==> src/rtl/id_ex_stage_reg.sv <==
// rtl/id_ex_stage_reg.sv - ID/EX pipeline register with load-use hazard detection and bubble counter
module id_ex_stage_reg #(
    parameter int DATA_W = 64,
    parameter int REG_W  = 5,
    parameter int CNT_W  = 16
) (
    input  logic              clk,
    input  logic              arst,
    input  logic              en,
    input  logic              cnt_clr,
    input  logic [1:0]        id_alu_op,
    input  logic              id_alu_src,
    input  logic              id_mem_read,
    input  logic              id_mem_write,
    input  logic              id_mem_2_reg,
    input  logic              id_reg_write,
    input  logic [DATA_W-1:0] id_rs1_data,
    input  logic [DATA_W-1:0] id_rs2_data,
    input  logic [DATA_W-1:0] id_imm,
    input  logic [3:0]        id_func,
    input  logic [REG_W-1:0]  id_rs1,
    input  logic [REG_W-1:0]  id_rs2,
    input  logic              id_rs2_used,
    input  logic [REG_W-1:0]  id_rd,
    output logic [1:0]        ex_alu_op,
    output logic              ex_alu_src,
    output logic              ex_mem_read,
    output logic              ex_mem_write,
    output logic              ex_mem_2_reg,
    output logic              ex_reg_write,
    output logic [DATA_W-1:0] ex_rs1_data,
    output logic [DATA_W-1:0] ex_rs2_data,
    output logic [DATA_W-1:0] ex_imm,
    output logic [3:0]        ex_func,
    output logic [REG_W-1:0]  ex_rs1,
    output logic [REG_W-1:0]  ex_rs2,
    output logic [REG_W-1:0]  ex_rd,
    output logic              ex_valid,
    output logic              stall_o,
    output logic [CNT_W-1:0]  bubble_cnt
);

    logic [1:0]        alu_op_q,    alu_op_d;
    logic              alu_src_q,   alu_src_d;
    logic              mem_read_q,  mem_read_d;
    logic              mem_write_q, mem_write_d;
    logic              mem_2_reg_q, mem_2_reg_d;
    logic              reg_write_q, reg_write_d;
    logic [DATA_W-1:0] rs1_data_q,  rs1_data_d;
    logic [DATA_W-1:0] rs2_data_q,  rs2_data_d;
    logic [DATA_W-1:0] imm_q,       imm_d;
    logic [3:0]        func_q,      func_d;
    logic [REG_W-1:0]  rs1_q,       rs1_d;
    logic [REG_W-1:0]  rs2_q,       rs2_d;
    logic [REG_W-1:0]  rd_q,        rd_d;
    logic              valid_q,     valid_d;
    logic [CNT_W-1:0]  cnt_q,       cnt_d;
    logic              hazard;

    always_comb begin
        hazard = mem_read_q && (rd_q != '0) &&
                 ((rd_q == id_rs1) || (id_rs2_used && (rd_q == id_rs2)));
        stall_o = hazard & en;

        alu_op_q_hold: begin
            alu_op_d    = alu_op_q;
            alu_src_d   = alu_src_q;
            mem_read_d  = mem_read_q;
            mem_write_d = mem_write_q;
            mem_2_reg_d = mem_2_reg_q;
            reg_write_d = reg_write_q;
            rs1_data_d  = rs1_data_q;
            rs2_data_d  = rs2_data_q;
            imm_d       = imm_q;
            func_d      = func_q;
            rs1_d       = rs1_q;
            rs2_d       = rs2_q;
            rd_d        = rd_q;
            valid_d     = valid_q;
            cnt_d       = cnt_q;
        end

        if (en) begin
            // Operand fields are captured even on a bubble; only control is squashed.
            rs1_data_d = id_rs1_data;
            rs2_data_d = id_rs2_data;
            imm_d      = id_imm;
            func_d     = id_func;
            rs1_d      = id_rs1;
            rs2_d      = id_rs2;
            if (hazard) begin
                alu_op_d    = '0;
                alu_src_d   = 1'b0;
                mem_read_d  = 1'b0;
                mem_write_d = 1'b0;
                mem_2_reg_d = 1'b0;
                reg_write_d = 1'b0;
                rd_d        = '0;
                valid_d     = 1'b0;
            end else begin
                alu_op_d    = id_alu_op;
                alu_src_d   = id_alu_src;
                mem_read_d  = id_mem_read;
                mem_write_d = id_mem_write;
                mem_2_reg_d = id_mem_2_reg;
                reg_write_d = id_reg_write;
                rd_d        = id_rd;
                valid_d     = 1'b1;
            end
            if (cnt_clr) begin
                cnt_d = '0;
            end else if (hazard && (cnt_q != '1)) begin
                cnt_d = cnt_q + CNT_W'(1);
            end
        end
    end

    always_ff @(posedge clk or posedge arst) begin
        if (arst) begin
            alu_op_q    <= '0;
            alu_src_q   <= 1'b0;
            mem_read_q  <= 1'b0;
            mem_write_q <= 1'b0;
            mem_2_reg_q <= 1'b0;
            reg_write_q <= 1'b0;
            rs1_data_q  <= '0;
            rs2_data_q  <= '0;
            imm_q       <= '0;
            func_q      <= '0;
            rs1_q       <= '0;
            rs2_q       <= '0;
            rd_q        <= '0;
            valid_q     <= 1'b0;
            cnt_q       <= '0;
        end else begin
            alu_op_q    <= alu_op_d;
            alu_src_q   <= alu_src_d;
            mem_read_q  <= mem_read_d;
            mem_write_q <= mem_write_d;
            mem_2_reg_q <= mem_2_reg_d;
            reg_write_q <= reg_write_d;
            rs1_data_q  <= rs1_data_d;
            rs2_data_q  <= rs2_data_d;
            imm_q       <= imm_d;
            func_q      <= func_d;
            rs1_q       <= rs1_d;
            rs2_q       <= rs2_d;
            rd_q        <= rd_d;
            valid_q     <= valid_d;
            cnt_q       <= cnt_d;
        end
    end

    assign ex_alu_op    = alu_op_q;
    assign ex_alu_src   = alu_src_q;
    assign ex_mem_read  = mem_read_q;
    assign ex_mem_write = mem_write_q;
    assign ex_mem_2_reg = mem_2_reg_q;
    assign ex_reg_write = reg_write_q;
    assign ex_rs1_data  = rs1_data_q;
    assign ex_rs2_data  = rs2_data_q;
    assign ex_imm       = imm_q;
    assign ex_func      = func_q;
    assign ex_rs1       = rs1_q;
    assign ex_rs2       = rs2_q;
    assign ex_rd        = rd_q;
    assign ex_valid     = valid_q;
    assign bubble_cnt   = cnt_q;

endmodule

==> config.mk <==
export PLATFORM = sky130hd
export DESIGN_NAME = id_ex_stage_reg
export DESIGN_NICKNAME = d
export VERILOG_FILES = /design/src/rtl/id_ex_stage_reg.sv
export SDC_FILE = /design/constraint.sdc
export NUM_CORES = 1
export LEC_CHECK = 0
export ABC_AREA = 1
export BUFFER_PORTS_ARGS = -buffer_cell sky130_fd_sc_hd__clkbuf_2
export CORE_AREA = 4 4 178 180
export DETAILED_ROUTE_END_ITERATION = 8
export DIE_AREA = 0 0 182 184
export SLEW_MARGIN = 20
export SYNTH_ARGS = -nofsm -noshare
export SYNTH_HDL_FRONTEND = slang
export SYNTH_SLANG_ARGS = --single-unit
export TNS_END_PERCENT = 30
==> constraint.sdc <==
create_clock -name clk -period 11.8 [get_ports clk]
set_clock_uncertainty 0.15 [all_clocks]
set_input_delay 2.36 -clock clk [delete_from_list [all_inputs] [get_ports clk]]
set_output_delay 2.36 -clock clk [all_outputs]
set_load 0.02 [all_outputs]
Word-level counts from Yosys, hierarchy flattened --
Index checks and enable logic that the tools add are counted.
Storage, ports and cells: input port bits 223, register bits 235, output and inout port bits 236
Operators by class: equal/unequal tests 3, multiplexer cells 10, bitwise gates (word level) 1, $add $sub $neg 1, reductions and logical operators 8
Operators by type and width (number):
- two-way mux 16 bit | 2
- adder 16 x 1 -> 16 bit (second input constant) | 1
- != test 16 bit (second input constant) | 1
- equality test 5 bit | 2
- two-way mux 1 bit | 6
- two-way mux 5 bit | 1
- nonzero test 5 bit | 1
- logical AND 1 bit | 4
- two-way mux 2 bit | 1
- AND reduction 2 bit | 1
- nonzero test 2 bit | 1
- AND 1 bit | 1
- logical OR 1 bit | 1

Depth between registers and ports, before layout --
depth after elaboration 7, mapped depth 11

Worst setup path after synthesis --
No wires, ideal clock.
path kind input to output, start point in id_rs2[0], end point out stall_o, arrival time 3.177 ns, data required time 9.290 ns, setup slack 6.113 ns, cell stages on the path 8, path through inv_1 -> nand2_1 -> nand2_1 -> nor2_1 -> nand3_1 -> nand2_2 -> nand2_1 -> nor2_1
Between the ends: word-level cells in the longest chain between the ends 5
Ends and longest elaborated chain:
- start: declaration | line 22 | input logic [REG_W-1:0] id_rs2,
- equality test 5 bit | line 62 | ((rd_q == id_rs1) || (id_rs2_used && (rd_q == id_rs2)));
- logical AND 1 bit | line 62
- logical OR 1 bit | line 62
- logical AND 1 bit | line 61 | hazard = mem_read_q && (rd_q != '0) &&
- AND 1 bit | line 63 | stall_o = hazard & en;
- end: declaration | line 39 | output logic stall_o,
Every way passes these cells.

Worst setup path in the final report --
start point in id_rs2[4], end point out stall_o
The elaborated chain is that of the path after synthesis.

==> flow_summary.ini <==
[logic_synthesis]
synth.net_count = 1354
synth_area_um2 = 9540
synth_flop_cell = dfrtp_1
synthCells = 1130
ys_types = 28
synthXorXnorAreaFrac_pct = 0.551
synth.area.top_cells = dfrtp_1 62%, nand2_1 27%, nand3_1 2.2%
ys_ff_latch = 235
ys_seq_area_share_pct = 61.6
synth_simple_gate_area_share_pct = 32.9
synthTopCellsByCount = 678 x nand2_1, 235 x dfrtp_1, 41 x nand3_1, 37 x clkbuf_1, 34 x nor2_1
synth_edf_count = 0
muxShareOfSynthArea_pct = 0
yosys_warnings = 0
synthArstFlopShare_pct = 100
synth_top_area_share_pct = 61.6
yosys.cell_count.top_type = nand2_1
synth_compound_area_share_pct = 1.21
avgSynthCellArea_um2 = 8.45
synth_top_area_cell = dfrtp_1
synth_top_family_by_area = simple AND/OR/NAND/NOR gates
synthAdderAreaFrac_pct = 0.131

[clocking]
hold_buffers = 0
cts_made_buffers = 28
clkTransAtPathRegs_ns = 0.06
cts_root_buffer = clkbuf_16
cts_sinks = 235
htreeDepth = 1
cts_resized = 0
clockBufferDepth = 3
cts_tree = built
cts_setup_buffers = 0
clock_latency_ns = 0.54

[worst_setup_path]
crit_family = simple AND/OR/NAND/NOR gates
crit_path_end_kind = output pin
crit_fanout = 13
reg2reg_depth = 9
r2r_slack_ns = 9.73
cpMostUsedCell = nand2_1
arrival_ns = 3.88
slowest_stage = nand2_1
setup.worst_path.start_class = primary input
cp-startpoint = id_rs2[4]
r2r-end = ex_valid
cp_cell_sequence = clkbuf_2, inv_1, nand2_1, nand2_1, nor2_1, nand3_1, nand2_2, nand2_1, nor2_1, clkbuf_2
worst-path-buf-inv = 3
critPathKind = primary input to output pin
r2r-start = ex_rd[2]
slowest_delay_ns = 0.32
cp.required_ns = 9.29

[route]
drtIter0Drc = 509
via_per_inst = 4.36
drc = 0
drtAntennaViolNets = 0
first_pass_iters = 5
highest_layer = met4
dr_wl_met3_um = 2330
wl_met1_um = 12100
post_drt_wl_per_cell_um = 15.3
vias = 8671
routed_wl_um = 30500
dr_wl_met2_um = 15200

[finish]
area_growth_pct = 37.8
fin_nets = 1793
drive_gt1_share_pct = 34.2

[min_path]
whs_path_depth = 2
min_to = ex_rs1_data[62]
min_from = ex_rs1_data[62]
hold_class = flop to flop

[place]
dp_slack_ns = 5.36
gp_congestion = 0.853
hpwl_um = 22200
io_buffers = 458

[global_routing]
gr-usage-all-layers_pct = 17.1
overflow = 0
grt_pass1_wl_um = 46800
grt_pass1_vias = 8529
antenna_found_initial = 1
grt_start_max_net_pins = 106

[timing]
max_slew.worst_pin.slew_ns = 1.06
setup_violations = 0
timing.final.crit_share_pct = 54.2
final.setup.tns_ns = 0
drv_slew = 0
hold_viol = 0
fin_crit_ns = 6.39
fin_ws_ns = 5.41
fmax_ghz = 0.156
rsz0062_at_grt = false
slew_headroom_pct = 29.5

[floorplan]
die_x_um = 182
std_cell_rows = 64
start_util_pct = 31.6
die_height_um = 184
core_area_um2 = 30200
fp.dieArea_um2 = 33500
io-pin-count = 459

[power_and_ir_drop]
p_per_area_nw_per_um2 = 165
p_leak_nw = 7.63
ir_drop_mv = 0.166

[run]
cap_viol_max_count = 0

[status]
status = complete, no violations
[kinds of logic (layout without fill, tap and decap cells)]
logic type                 after synthesis  after routing
AOI/OAI and AO/OA                       22             22
adders and majority gates                1              1
and+or+nand+nor                        784            784
DFF                                    235            235
xor gates and xnor gates                 6              6
other                                    0              1
buffers and inverters                   82            543
[per-layer routing]
metal,GRT usage (%),up-vias
met5,0,-
met4,4.89,0
met3,4.77,50
met2,29.1,303
met1,21.5,3998
li1,-,4320
[power by group]
group	internal (mW)	switching [mW]	total, mW	leakage, nW
Clock	0.549	0.355	0.904	0.489
Sequential	0.876	0.0431	0.919	2.88
Combinational	0.111	0.231	0.342	4.26
[per-stage QoR]
stage	util [%]	std cells	hold slack, ns	power (mW)	cell area [um^2]
2_1_floorplan	-	1130	0.432	1.12	9540
3_3_place_gp	40.3	1935	0.303	1.28	12200
3_5_place_dp	40.3	1935	0.307	1.28	12200
5_1_grt	43.5	1988	0.337	2.27	13100
4_1_cts	43.5	1987	0.322	2.20	13100
6_report	43.5	1988	0.317	2.16	13100
[cell type report]
class	instances	area (um^2)
Fill cell	3038	17000
Multi-Input combinational cell	813	3320
Sequential cell	235	5880
Timing Repair Buffer	464	2350
Clock inverter	19	223
Antenna cell	1	2.50
Clock buffer	33	759
Tap cell	396	495
Inverter	27	114
[how the worst max path moves through the flow]
stage                               end  cells after the start  slack [ns]
after floorplan           bubble_cnt[0]                      1        2.84
after global placement          stall_o                     10        5.39
after detailed placement        stall_o                     10        5.36
after CTS                       stall_o                     10        5.36
after global routing            stall_o                     10        5.21
final                           stall_o                     10        5.41
[placed cells by master (no fill, tap or decap), types with 2 or more instances in the layout]
cell	synthesis	routed
nor3_1	3	3
nand2_2	4	4
inv_2	3	2
clkbuf_8	0	4
buf_4	0	5
a21oi_1	2	2
dfrtp_1	235	235
clkinv_8	0	2
clkinvlp_4	0	2
clkinv_2	0	11
nand3_2	13	13
clkbuf_16	0	28
bufinv_16	0	4
buf_6	1	2
inv_1	24	23
nand2_1	678	678
nor2_2	5	5
nor3b_1	2	2
clkbuf_2	0	457
nand3_1	41	41
xor2_1	5	5
nor2_1	34	34
o21ai_0	17	17
[worst reg2reg max path, delay by kind of cell, from the launching register on]
kind,cells,cell delay (ns)
AND/OR/NAND/NOR,8,1.24
flip-flops,1,0.43
buffers and inverters,1,0.14
Note: power is estimated with default switching activity, not from simulation.
